### config.mk
export PLATFORM = sky130hd
export DESIGN_NAME = nixie_scan_ctrl
export DESIGN_NICKNAME = d
export VERILOG_FILES = /design/src/rtl/nixie_scan_ctrl.sv
export SDC_FILE = /design/constraint.sdc
export NUM_CORES = 1
export LEC_CHECK = 0
export CAP_MARGIN = 30
export CORE_ASPECT_RATIO = 1.1
export CORE_UTILIZATION = 55
export CTS_CLUSTER_SIZE = 20
export DETAILED_ROUTE_END_ITERATION = 7
export GPL_TIMING_DRIVEN = 0
export MAX_ROUTING_LAYER = met4
export PLACE_DENSITY = 0.78
export SYNTH_ARGS = -nofsm -noshare
export SYNTH_HDL_FRONTEND = slang
export SYNTH_SLANG_ARGS = --single-unit
### constraint.sdc
create_clock -name clk -period 2.41 [get_ports clk]
set_input_delay 0.482 -clock clk [delete_from_list [all_inputs] [get_ports clk]]
set_output_delay 0.482 -clock clk [all_outputs]
set_load 0.1 [all_outputs]
### src/rtl/nixie_scan_ctrl.sv
`default_nettype none
// ============================================================================
// Module   : nixie_scan_ctrl
// Brief    : Time-multiplexed nixie scan controller with bus-written display
//            buffer and blanking dead time. Optional blink mask: NIXIE_BLINK_EN.
// Revision : 1.0 - initial release
// ============================================================================
module nixie_scan_ctrl #(
    parameter int NUM_BYTES = 4,
    parameter int SCAN_DIV  = 50000,
    parameter int BLANK_CYC = 500,
    parameter int BLINK_BIT = 5
) (
    input  logic                 clk,
    input  logic                 rst,
    input  logic                 wr_req,
    input  logic [2:0]           wr_addr,
    input  logic [7:0]           wr_data,
    output logic                 wr_ack,
    output logic [7:0]           byte_o,
    output logic [NUM_BYTES-1:0] sel_o,
    output logic [1:0]           slot_o
);

    localparam int CNT_W = $clog2(SCAN_DIV);

    localparam logic [CNT_W-1:0] c_blank_last = CNT_W'(BLANK_CYC - 1);
    localparam logic [CNT_W-1:0] c_show_last  = CNT_W'(SCAN_DIV - BLANK_CYC - 1);
    localparam logic [1:0]       c_last_idx   = 2'(NUM_BYTES - 1);
    localparam logic [2:0]       c_mask_addr  = 3'd4;

    typedef enum logic [0:0] {
        ST_BLANK = 1'b0,
        ST_SHOW  = 1'b1
    } state_t;

    state_t                      r_state;
    state_t                      w_state_nxt;
    logic [CNT_W-1:0]            r_cnt;
    logic [CNT_W-1:0]            w_cnt_nxt;
    logic [1:0]                  r_idx;
    logic [1:0]                  w_idx_nxt;
    logic [7:0]                  r_frame;
    logic [7:0]                  w_frame_nxt;
    logic [NUM_BYTES-1:0][7:0]   r_buf;
    logic [7:0]                  r_byte;
    logic                        r_ack;
    logic                        w_wr_en;
    logic                        w_blink_off;

    // A request is only taken while no acknowledge is outstanding.
    assign w_wr_en = wr_req & ~r_ack;

    always_ff @(posedge clk or negedge rst) begin
        if (!rst) begin
            r_state <= ST_BLANK;
            r_cnt   <= '0;
            r_idx   <= '0;
            r_frame <= '0;
        end else begin
            r_state <= w_state_nxt;
            r_cnt   <= w_cnt_nxt;
            r_idx   <= w_idx_nxt;
            r_frame <= w_frame_nxt;
        end
    end

    always_comb begin
        w_state_nxt = r_state;
        w_cnt_nxt   = r_cnt + 1'b1;
        w_idx_nxt   = r_idx;
        w_frame_nxt = r_frame;
        case (r_state)
            ST_BLANK: begin
                if (r_cnt == c_blank_last) begin
                    w_state_nxt = ST_SHOW;
                    w_cnt_nxt   = '0;
                end
            end
            ST_SHOW: begin
                if (r_cnt == c_show_last) begin
                    w_state_nxt = ST_BLANK;
                    w_cnt_nxt   = '0;
                    if (r_idx == c_last_idx) begin
                        w_idx_nxt   = '0;
                        w_frame_nxt = r_frame + 8'd1;
                    end else begin
                        w_idx_nxt = r_idx + 2'd1;
                    end
                end
            end
            default: begin
                w_state_nxt = ST_BLANK;
                w_cnt_nxt   = '0;
            end
        endcase
    end

    always_ff @(posedge clk or negedge rst) begin
        if (!rst) begin
            r_buf <= '0;
            r_ack <= 1'b0;
        end else begin
            r_ack <= w_wr_en;
            if (w_wr_en) begin
                for (int i = 0; i < NUM_BYTES; i++) begin
                    if (wr_addr == 3'(i)) begin
                        r_buf[i] <= wr_data;
                    end
                end
            end
        end
    end

    // Registered from the current index, so a write to the active byte shows up one cycle later.
    always_ff @(posedge clk or negedge rst) begin
        if (!rst) begin
            r_byte <= '0;
        end else begin
            r_byte <= r_buf[r_idx];
        end
    end

`ifdef NIXIE_BLINK_EN
    logic [NUM_BYTES-1:0] r_mask;

    always_ff @(posedge clk or negedge rst) begin
        if (!rst) begin
            r_mask <= '0;
        end else if (w_wr_en && wr_addr == c_mask_addr) begin
            r_mask <= wr_data[NUM_BYTES-1:0];
        end
    end

    assign w_blink_off = r_mask[r_idx] & r_frame[BLINK_BIT];
`else
    // Frame counter still runs; its blink phase simply has nothing to gate.
    assign w_blink_off = r_frame[BLINK_BIT] & 1'b0;
`endif

    always_comb begin
        sel_o = '0;
        if (r_state == ST_SHOW && !w_blink_off) begin
            sel_o = NUM_BYTES'(1) << r_idx;
        end
    end

    assign wr_ack = r_ack;
    assign byte_o = r_byte;
    assign slot_o = r_idx;

endmodule
`default_nettype wire

# Word-level counts from Yosys, hierarchy flattened
# Cells that the tools add are included.
[totals]
reg_bits = 60
inputBits = 14
out_inout_bits = 15
elab_cells = 38
[op_classes]
addsub = 2
n_lt_le_gt_ge = 1
eq_ne = 6
shift = 1
mux = 10
bitwise = 3
reduce_logical = 6
[ops]
columns = ["cell", "count"]
rows = [
  ["$mux W16", 2],
  ["$pmux W16 S2", 1],
  ["$add A16 B1 Y16 const B", 1],
  ["$bmux W8 S2", 1],
  ["$eq A16 B16 Y1 const B", 1],
  ["$eq A16 B9 Y1 const B", 1],
  ["$reduce_and A2 Y1", 5],
  ["$mux W8", 1],
  ["$eq A3 B2 Y1 const B", 2],
  ["$mux W4", 1],
  ["$shl A1 B2 Y4 const A", 1],
  ["$eq A3 B1 Y1 const B", 1],
  ["$logic_not A3 Y1", 1],
  ["$lt A2 B3 Y1 const B", 1],
  ["$add A2 B1 Y2 const B", 1],
  ["$eq A2 B2 Y1 const B", 1],
  ["$mux W1", 2],
  ["$mux W2", 1],
  ["$not A1 Y1", 2],
  ["$pmux W1 S2", 1],
  ["$and A1 B1 Y1", 1],
]

# Logic depth before layout (Yosys ltp)
# Gate-level depths: netlist of run 1.
[depth]
depth_word = 3
mapped_depth = 6
depth_no_buf = 5

# Least setup slack after synthesis of run 1
# Ideal clock, no wire load.
[synth_path]
path_kind = "register to output"
startpoint = "register r_idx[0], in the netlist slot_o[0]"
endpoint = "output sel_o[2]"
arrival_ns = 2.131
t_required_ns = 1.928
slack_ns = -0.203
stages_incl_launch_ff = 5
n_path_buf = 1
cell_sequence = "dfrtp_1 -> buf_2 -> inv_1 -> ha_1 -> and2_1"
[synth_between]
elab_chain_len = 2
[synth_lines]
columns = ["item", "line", "rtl"]
rows = [
  ["start: declaration", "41", "logic [1:0] r_idx;"],
  ["start signal: assignment", "63", "r_idx <= w_idx_nxt;"],
  ["$shl A1 B2 Y4", "144", "sel_o = NUM_BYTES'(1) << r_idx;"],
  ["$mux W4", "143", "if (r_state == ST_SHOW && !w_blink_off) begin"],
  ["end: declaration", "21", "output logic [NUM_BYTES-1:0] sel_o,"],
]
# Every way passes these cells.

# Worst setup path in the final report of run 1
[layout_path]
startpoint = "register r_idx[1], in the netlist slot_o[1]"
endpoint = "output slot_o[1]"
[layout_rtl]
columns = ["item", "line", "rtl"]
rows = [
  ["end: declaration", "22", "output logic [1:0] slot_o"],
]
# No word-level cell between the ends.

==> results of run 1 <==
## layer usage
metal | vias up | global-route usage | routed length, um
met5 | - | - | 0
met4 | 0 | 0.118 | 82
met3 | 9 | 0.0660 | 153
met2 | 29 | 0.393 | 2660
met1 | 861 | 0.263 | 2050
li1 | 756 | - | -
## layout make-up
class	instances	area [sq um]
buffer	4	21.3
clock buffer	15	166
clock inverter	1	30.0
fill	339	1430
inverter	5	18.8
multi-input combinational	118	1100
sequential	60	1500
tap	56	70.1
timing repair buffer	29	280
## cells in the final DEF (no fill, tap or decap), drive strengths merged, types with 2 or more instances in the layout
cell	Yosys	final
nand2	7	7
clkdlybuf4s50	0	22
nor4	3	3
nor3b	2	2
inv	5	5
nor2	14	14
nand3	4	4
clkbuf	2	20
or4	2	2
xnor2	8	8
nand4	9	9
mux4	8	8
buf	2	5
and4	2	2
xor2	5	5
dfrtp	60	60
mux2	34	34
ha	5	5
and2	5	5
## worst register-to-register path, stage by stage (launching register included)
cell and delay, ps:
dfrtp_1 400, nor3b_1 440, nor3b_2 720, mux2_2 410
## kinds of logic (layout without fill, tap and decap cells)
family	Yosys count	in the layout	synth area share
AO/OA/AOI/OAI	4	4	0.00997
flip-flops	60	60	0.570
XOR/XNOR	13	13	0.0432
buffers and inverters	9	54	0.0138
adder cells (fa/ha/maj)	5	5	0.0238
multiplexers	42	42	0.217
AND/OR/NAND/NOR	54	54	0.123
## power by group through the flow
stage               combinational [W]  sequential [W]  clock [W]
floorplan                    0.000171         0.00150          0
global placement             0.000552         0.00125          0
detailed placement           0.000572         0.00127          0
CTS                          0.000572         0.00125   0.000919
global route                 0.000593         0.00127   0.000968
finish                       0.000566         0.00125   0.000901
## state kept, by name (all words and copies together) (netlist names)
name	cells
r_buf	32
r_cnt	16
byte_o	8
slot_o	2
r_state	1
wr_ack	1
## stage by stage
step           hold WS [ps]  setup slack (ps)  TNS (ps)
5_1_grt                 146              7.45         0
4_1_cts                 130             0.358         0
6_report                126              55.4         0
3_3_place_gp            438              -936    -47660
3_5_place_dp            444              -420     -4290
2_1_floorplan           186              53.5         0
## path summary, 6_finish.rpt
kind / start / endpoint / slack (ps)
min in group clk: wr_ack / wr_ack / 470
worst min-delay path: rst / r_buf[26] / 130
worst max-delay path: slot_o[1] / slot_o[1] / 60
worst min register to register: wr_ack / wr_ack / 470
max in group asynchronous: rst / r_buf[3] / 1710
worst max register to register: wr_ack / r_buf[3] / 320
## repair_timing
item                                    CTS  global route
endpoints found under the setup margin    4            12
endpoints found under the hold margin     0             0
resized for setup                        17             6
pin swaps                                 0             0
==> reports/qor.yml, run 1 <==
clock_network:
  post_cts_buffers: 0
  postCtsHoldBufs: 0
  cts_tree: "yes"
  root_buffer: "clkbuf_8"
  htree_levels: 3
  clk_latency_ps: 330
  cts_buffers: 9
  cts.clk_slew.worst_paths_ps: 60
  clock-sinks: 60
  clock_path_buffers: 2
critical_path:
  critPathSlowestCell: "clkdlybuf4s50_1"
  cpLargestDelayFamily: "buffers and inverters"
  critPathMaxStageDelay_ps: 1150
  crit_type: "flip-flop to primary output"
  crit_chain: "clkdlybuf4s50_1"
  cp_num_cells: 1
  rr_worst_depth: 3
  start_kind: "flip-flop"
  cp_num_buf_inv: 1
  cp.arrival_ps: 1870
  required_ps: 1930
  endpoint_kind: "primary output"
  critPathMaxFanout: 4
global_routing:
  grt_usage: 0.239
  grt_max_degree: 38
  grt_pass1_wl_um: 8270
  overflow: 0
  antenna_found_initial: 0
  grt_pass1_vias: 1816
sta:
  clock_skew_ps: 5.31
  fmax_ghz: 0.425
  drv_slew: 0
  slew_headroom: 0.345
  period_needed_ps: 2350
  grt_setup_unrepaired: "no"
  tightest_slew_ps: 979
  fin_crit_sh: 0.977
  setup_viol: 0
  hold_violations: 0
yosys:
  avgSynthCellArea_sq_um: 14.1
  syn_inst: 187
  synth_top_area_frac: 0.570
  yosys-top-cells-area: "dfrtp_1 (57%), mux2_2 (14%), mux4_2 (6.8%)"
  synth.largest_area_cell: "dfrtp_1"
  synth_edf_count: 0
  synthFlopType: "dfrtp_1"
  synthMostInstantiatedCell: "dfrtp_1"
  ys_ff_latch: 60
  synthArstFlopShare: 1.00
  yosys-top-cells-count: "dfrtp_1 (60), mux2_2 (32), nor2_1 (14), nand4_1 (9)"
  synth_seq_area_share: 0.570
  synth_fp_nets: 206
  yosys_warnings: 0
  syn_area_sq_um: 2630
  ys_types: 33
floorplanning:
  rows: 26
  die_x_um: 68.0
  coreArea_sq_um: 4620
  io_pins: 29
  fp.dieH_um: 74.6
  initial_core_util: 0.570
  die_area_sq_um: 5070
routing:
  wire_per_inst_um: 17.2
  drc: 0
  vias: 1655
  vias_per_cell: 5.75
  drtAntennaViolNets: 0
  wl_um: 4940
  first_pass_iters: 4
  drt_iter0_drc: 93
placed_design:
  portBuffers: 28
  dp_hpwl_um: 3460
  gp_congestion: 0.828
  placed_area_sq_um: 3000
  dp_cells: 272
flow_run:
  drv_cap: 0
power_and_ir_drop:
  ir_drop_v: 0.000395
  switching_share: 0.289
  p_sw_w: 0.000785
  p_per_area_nw_per_um2: 851
  pwr-share-seq: 0.460
  power.leakage_nw: 1.38
  p_clk_frac: 0.332
  internal-power_w: 0.00193
  p_comb_frac: 0.208
  p_total_w: 0.00271
hold_path:
  hold_path.class: "input pin to async pin"
final_layout:
  antennaDiodeCount: 0
  drive_gt1_frac: 0.302
  finalNonFillerCells: 288
  final_area_sq_um: 3190
  utilization: 0.690
  fin_nets: 246
  syn2layout_area_growth_pct: 21.1
outcome:
  outcome: "complete, no violations"
Note: power is estimated with default switching activity, not from simulation.
==> run 2, diff against run 1 <==
--- a/config.mk
+++ b/config.mk
@@ -8,7 +8,7 @@
 export CAP_MARGIN = 30
 export CORE_ASPECT_RATIO = 1.1
 export CORE_UTILIZATION = 55
-export CTS_CLUSTER_SIZE = 20
+export CTS_CLUSTER_SIZE = 28
 export DETAILED_ROUTE_END_ITERATION = 7
 export GPL_TIMING_DRIVEN = 0
 export MAX_ROUTING_LAYER = met4
==> results of run 2 <==
No change in the layout: final DEF, timing and power equal those of run 1.
==> run 3, diff against run 2 <==
--- a/config.mk
+++ b/config.mk
@@ -8,7 +8,7 @@
 export CAP_MARGIN = 30
 export CORE_ASPECT_RATIO = 1.1
 export CORE_UTILIZATION = 55
-export CTS_CLUSTER_SIZE = 28
+export CTS_CLUSTER_SIZE = 10
 export DETAILED_ROUTE_END_ITERATION = 7
 export GPL_TIMING_DRIVEN = 0
 export MAX_ROUTING_LAYER = met4
==> results of run 3 <==
No change in the layout: final DEF, timing and power equal those of run 1.
